[src/rtl/serial_out_port.sv]
// serial_out_port: framed, double-buffered LSB-first serial transmitter loaded from WBUS.
// Optional macro SERIAL_OUT_PARITY_EN inserts an even-parity bit between the data bits and the stop bit.
module serial_out_port #(
    parameter int DATA_W     = 8,
    parameter int BIT_CYCLES = 4
) (
    input  logic              CLK,
    input  logic              CLR,
    input  logic [DATA_W-1:0] WBUS,
    input  logic              Lo,
    output logic              serial_out,
    output logic              ready,
    output logic              busy,
    output logic              acknowledge,
    output logic              overrun
);
    localparam int CW = (BIT_CYCLES > 1) ? $clog2(BIT_CYCLES) : 1;
    localparam int IW = (DATA_W > 1) ? $clog2(DATA_W) : 1;

    localparam logic [2:0] IDLE  = 3'd0;
    localparam logic [2:0] START = 3'd1;
    localparam logic [2:0] DATA  = 3'd2;
    localparam logic [2:0] STOP  = 3'd4;
`ifdef SERIAL_OUT_PARITY_EN
    localparam logic [2:0] PARITY = 3'd3;
    logic par_q;
`endif

    logic [2:0]        state;
    logic [CW-1:0]     cyc;
    logic [IW-1:0]     idx;
    logic [DATA_W-1:0] shifter;
    logic [DATA_W-1:0] sh_next;
    logic [DATA_W-1:0] hold;
    logic [DATA_W-1:0] load_val;
    logic              hold_full;
    logic              bit_end;
    logic              stop_end;
    logic              direct;
    logic              from_hold;
    logic              load_sh;

    assign bit_end   = (cyc == CW'(BIT_CYCLES - 1));
    assign stop_end  = (state == STOP) && bit_end;
    // A new frame starts straight from WBUS when nothing is queued ahead of it.
    assign direct    = Lo && !hold_full && ((state == IDLE) || stop_end);
    assign from_hold = stop_end && hold_full;
    assign load_sh   = direct || from_hold;
    assign load_val  = from_hold ? hold : WBUS;
    assign sh_next   = shifter >> 1;
    assign ready     = !hold_full;
    assign busy      = (state != IDLE);

    always_ff @(posedge CLK) begin
        if (CLR) begin
            hold_full <= 1'b0;
            hold      <= '0;
            overrun   <= 1'b0;
        end else if (from_hold) begin
            // Holding drains into the shifter this edge, so a Lo here refills it.
            hold_full <= Lo;
            if (Lo) hold <= WBUS;
        end else if (Lo && !direct) begin
            if (!hold_full) begin
                hold      <= WBUS;
                hold_full <= 1'b1;
            end else begin
                overrun <= 1'b1;
            end
        end
    end

    always_ff @(posedge CLK) begin
        if (CLR) begin
            state       <= IDLE;
            cyc         <= '0;
            idx         <= '0;
            shifter     <= '0;
            serial_out  <= 1'b1;
            acknowledge <= 1'b0;
`ifdef SERIAL_OUT_PARITY_EN
            par_q       <= 1'b0;
`endif
        end else begin
            acknowledge <= stop_end;
            cyc         <= (bit_end || state == IDLE) ? '0 : cyc + CW'(1);
            if (load_sh) begin
                state      <= START;
                shifter    <= load_val;
                serial_out <= 1'b0;
                cyc        <= '0;
`ifdef SERIAL_OUT_PARITY_EN
                par_q      <= ^load_val;
`endif
            end else if (bit_end) begin
                case (state)
                    START: begin
                        state      <= DATA;
                        idx        <= '0;
                        serial_out <= shifter[0];
                    end
                    DATA: begin
                        if (idx == IW'(DATA_W - 1)) begin
`ifdef SERIAL_OUT_PARITY_EN
                            state      <= PARITY;
                            serial_out <= par_q;
`else
                            state      <= STOP;
                            serial_out <= 1'b1;
`endif
                        end else begin
                            shifter    <= sh_next;
                            serial_out <= sh_next[0];
                            idx        <= idx + IW'(1);
                        end
                    end
`ifdef SERIAL_OUT_PARITY_EN
                    PARITY: begin
                        state      <= STOP;
                        serial_out <= 1'b1;
                    end
`endif
                    default: begin
                        state      <= IDLE;
                        serial_out <= 1'b1;
                    end
                endcase
            end
        end
    end
endmodule

[config.mk]
export PLATFORM = sky130hd
export DESIGN_NAME = serial_out_port
export DESIGN_NICKNAME = d
export VERILOG_FILES = /design/src/rtl/serial_out_port.sv
export SDC_FILE = /design/constraint.sdc
export NUM_CORES = 1
export LEC_CHECK = 0
export ABC_AREA = 1
export ABC_CLOCK_PERIOD_IN_PS = 1900
export BUFFER_PORTS_ARGS = -buffer_cell sky130_fd_sc_hd__buf_2
export CAP_MARGIN = 20
export CORE_UTILIZATION = 57
export DETAILED_ROUTE_END_ITERATION = 12
export PLACE_DENSITY = 0.78
export SLEW_MARGIN = 5
export SYNTH_ARGS = -nofsm -noshare
export SYNTH_HDL_FRONTEND = slang
export SYNTH_SLANG_ARGS = --single-unit
[constraint.sdc]
create_clock -name CLK -period 1.9 [get_ports CLK]
set_input_delay 0.285 -clock CLK [delete_from_list [all_inputs] [get_ports CLK]]
set_output_delay 0.285 -clock CLK [all_outputs]
set_load 0.01 [all_outputs]
==> impl_metrics.prom <==
# TYPE chip_impl_metric gauge
chip_impl_metric{name="hold_viol",unit=""} 0
chip_impl_metric{name="max_clock_freq",unit="GHz"} 0.629
chip_impl_metric{name="layout_cell_share_with_drive_strength_beyond_1",unit=""} 0.205
chip_impl_metric{name="nNetsFinal",unit=""} 230
chip_impl_metric{name="syn-mean-instance-area",unit="µm²"} 7.18
chip_impl_metric{name="cts.htree.levels",unit=""} 1
chip_impl_metric{name="maximum_number_of_pins_on_one_net_before_global_route_repair",unit=""} 19
chip_impl_metric{name="die_width",unit="µm"} 52.2
chip_impl_metric{name="critical_path_peak_fanout",unit=""} 13
chip_impl_info{name="grt_setup_unrepaired",value="false"} 1
chip_impl_metric{name="met2_wirelength",unit="µm"} 1370
chip_impl_info{name="cp-start-kind",value="flop"} 1
chip_impl_metric{name="grt_pass1_vias",unit=""} 1168
chip_impl_metric{name="grt_antenna_before_repair",unit=""} 0
chip_impl_metric{name="fp.dieH",unit="µm"} 52.2
chip_impl_metric{name="area_delta_synth_final",unit="%"} 9.15
chip_impl_metric{name="reg2reg_slack",unit="ns"} 0.31
chip_impl_info{name="yosys-top-cells-area",value="dfxtp_1 39%, nand2_1 12%, nor2_1 9.4%"} 1
chip_impl_info{name="synth_most_common_cell",value="nand2_1"} 1
chip_impl_metric{name="post_cts_resized",unit=""} 0
chip_impl_metric{name="final_min_period_over_clock_period",unit=""} 0.837
chip_impl_metric{name="synth_cell_type_count",unit=""} 31
chip_impl_metric{name="placement.io_buffers",unit=""} 15
chip_impl_metric{name="design.core.area",unit="µm²"} 2300
chip_impl_metric{name="accumulated_negative_setup_slack",unit="ns"} 0
chip_impl_metric{name="gr-usage-all-layers",unit=""} 0.242
chip_impl_info{name="yosys-top-cells-count",value="44 x nand2_1, 36 x nor2_1, 28 x dfxtp_1, 18 x inv_1, 14 x o21ai_0"} 1
chip_impl_metric{name="first_iter_violations",unit=""} 35
chip_impl_metric{name="synth_fp_nets",unit=""} 214
chip_impl_info{name="dr.max_layer_used",value="met4"} 1
chip_impl_metric{name="hold_depth",unit=""} 3
chip_impl_metric{name="boundaryPins",unit=""} 16
chip_impl_metric{name="detailroute.wirelength.met3",unit="µm"} 97
chip_impl_metric{name="ys.warnings.count",unit=""} 0
chip_impl_metric{name="diodes",unit=""} 0
chip_impl_info{name="cp-end-kind",value="flop"} 1
chip_impl_info{name="synthDominantAreaCellType",value="dfxtp_1"} 1
chip_impl_metric{name="finish.instance_area",unit="µm²"} 1570
chip_impl_metric{name="p_leak",unit="µW"} 0.000720
chip_impl_metric{name="clk_pin_slew",unit="ns"} 0.16
chip_impl_metric{name="post_layout_minimum_cycle_time",unit="ns"} 1.59
chip_impl_metric{name="slew_worst_pin",unit="ns"} 0.465
chip_impl_metric{name="drt_first_pass_iters",unit=""} 4
chip_impl_metric{name="grt_pass1_wl",unit="µm"} 5030
chip_impl_info{name="rr_startpoint",value="cyc[0]"} 1
chip_impl_metric{name="max_cap_viol_count",unit=""} 0
chip_impl_metric{name="wirelength",unit="µm"} 2840
chip_impl_metric{name="detailroute.via_count",unit=""} 1287
chip_impl_metric{name="async_s_r_ff_share_synth",unit=""} 0
chip_impl_metric{name="gp_routability_congestion",unit=""} 0.809
chip_impl_metric{name="clock_tree.buffer_depth",unit=""} 2
chip_impl_info{name="path_class",value="flop to flop"} 1
chip_impl_metric{name="final-setup-viol-count",unit=""} 0
chip_impl_metric{name="drtAntennaViolNets",unit=""} 0
chip_impl_metric{name="timing.final.max_slew_violations",unit=""} 0
chip_impl_metric{name="slew-limit-headroom",unit=""} 0.688
chip_impl_metric{name="drc_errors",unit=""} 0
chip_impl_metric{name="starting_density_of_the_core",unit=""} 0.625
chip_impl_metric{name="r2r.worst_path.cells",unit=""} 10
chip_impl_metric{name="cts_num_sinks",unit=""} 28
chip_impl_metric{name="synth_seq_cells",unit=""} 28
chip_impl_metric{name="place_hpwl",unit="µm"} 2160
chip_impl_metric{name="sequential_cell_area_fraction_in_the_yosys_report",unit=""} 0.391
chip_impl_metric{name="grt_remaining_overflow",unit=""} 0
chip_impl_info{name="worstHoldPathType",value="primary input to flop"} 1
chip_impl_metric{name="worstSkewPairLatency",unit="ns"} 0.33
chip_impl_metric{name="met1_length",unit="µm"} 1360
chip_impl_metric{name="totalPowerFinal",unit="µW"} 1190
chip_impl_metric{name="placementRows",unit=""} 17
chip_impl_metric{name="synth-edff-count",unit=""} 0
chip_impl_metric{name="placed_area",unit="µm²"} 1510
chip_impl_metric{name="synthCells",unit=""} 200
chip_impl_metric{name="worst_ep_required_time",unit="ns"} 2.13
chip_impl_metric{name="cts-buffers-inserted",unit=""} 3
chip_impl_metric{name="timing.clock.skew",unit="ns"} 0.0125
chip_impl_metric{name="post_cts_buffers",unit=""} 0
chip_impl_metric{name="powerDensity",unit="nW/µm²"} 761
chip_impl_info{name="cts_tree",value="built"} 1
chip_impl_info{name="hold_path_startpoint",value="WBUS[1]"} 1
chip_impl_info{name="clock_tree.root_cell",value="clkbuf_4"} 1
chip_impl_metric{name="synth_top_area_share",unit=""} 0.391
chip_impl_info{name="worst_hold_path.endpoint",value="hold[1]"} 1
chip_impl_metric{name="holdBufCountCts",unit=""} 0
chip_impl_info{name="outcome",value="finished, final reports clean"} 1
chip_impl_metric{name="worst_ep_arrival_time",unit="ns"} 1.82
chip_impl_metric{name="syn_area",unit="µm²"} 1440
chip_impl_metric{name="route.detailed.vias_per_inst",unit=""} 5.30
chip_impl_metric{name="route.detailed.wl_per_inst",unit="µm"} 11.7
chip_impl_metric{name="die_area",unit="µm²"} 2720
chip_impl_info{name="commonest_register_cell_after_synthesis",value="dfxtp_1"} 1
chip_impl_info{name="regToRegEndpoint",value="hold[7]"} 1
chip_impl_metric{name="ir_drop",unit="µV"} 711
layout by cell type, fill, tap and decap left out, drive strengths merged:
cell and n:
a22oi 1, o21ai 16, a21oi 15, a31oi 1
clkbuf 3, ha 3, buf 16, o2111ai 1
nor2 40, nand4 5, nand3 11, bufinv 1
clkinv 3, inv 22, dfxtp 28, nand2 48
o211ai 1
worst max path at each step:
stage	endpoint	startpoint
after floorplan	shifter[1]	cyc[0]
after global placement	hold[6]	cyc[0]
after detailed placement	hold[7]	cyc[0]
after CTS	hold[7]	cyc[0]
after global routing	hold[5]	cyc[0]
final	hold[7]	cyc[0]
routing by layer:
metal / vias to the layer above / GRT usage
met1: 586 / 0.310
met2: 27 / 0.434
met3: 2 / 0.0261
li1: 672 / -
met4: 0 / 0.0526
met5: - / 0
state kept, by name, summed over array words and instances, names as in the netlist:
register and cells:
hold 8, shifter 8, idx 3, state 3
cyc 2, acknowledge 1, hold_full 1, overrun 1
serial_out 1
kinds of logic (layout without fill, tap and decap cells):
logic type	count (synthesis)	count (layout)	share of synthesized area
buf+inv	30	45	0.0959
compound gates	35	35	0.146
flops	28	28	0.391
fa+ha+maj	3	3	0.0262
simple gates	104	104	0.342
stage by stage:
step / cells / hold WS [ns] / util / setup WS (ns)
after floorplan: 200 / 0.398 / - / 0.472
after global placement: 239 / 0.409 / 0.659 / 0.352
after detailed placement: 239 / 0.418 / 0.659 / 0.313
after CTS: 243 / 0.182 / 0.682 / 0.291
after global routing: 243 / 0.190 / 0.682 / 0.120
final: 243 / 0.181 / 0.682 / 0.310
power breakdown:
part	internal (µW)	switching, µW
logic	57.8	99.2
registers	623	24.9
clock network	213	175
area by class of cell:
type	instances	area, µm²
Multi-Input combinational cell	142	737
Fill cell	210	731
Sequential cell	28	561
Inverter	25	98.8
Timing Repair Buffer	16	82.6
Tap cell	28	35.0
Clock inverter	1	30.0
Clock buffer	3	22.5
worst max-delay path, cell delays in order (launching register included):
cell	delay (ns)
dfxtp_1	0.36
ha_1	0.17
nand2_1	0.06
inv_1	0.15
nand3_4	0.20
clkinv_2	0.18
nand2_2	0.08
nand2_4	0.11
inv_4	0.06
nor2_1	0.09
nor2_1	0.05
No activity file was read; power rests on OpenSTA's default activity.
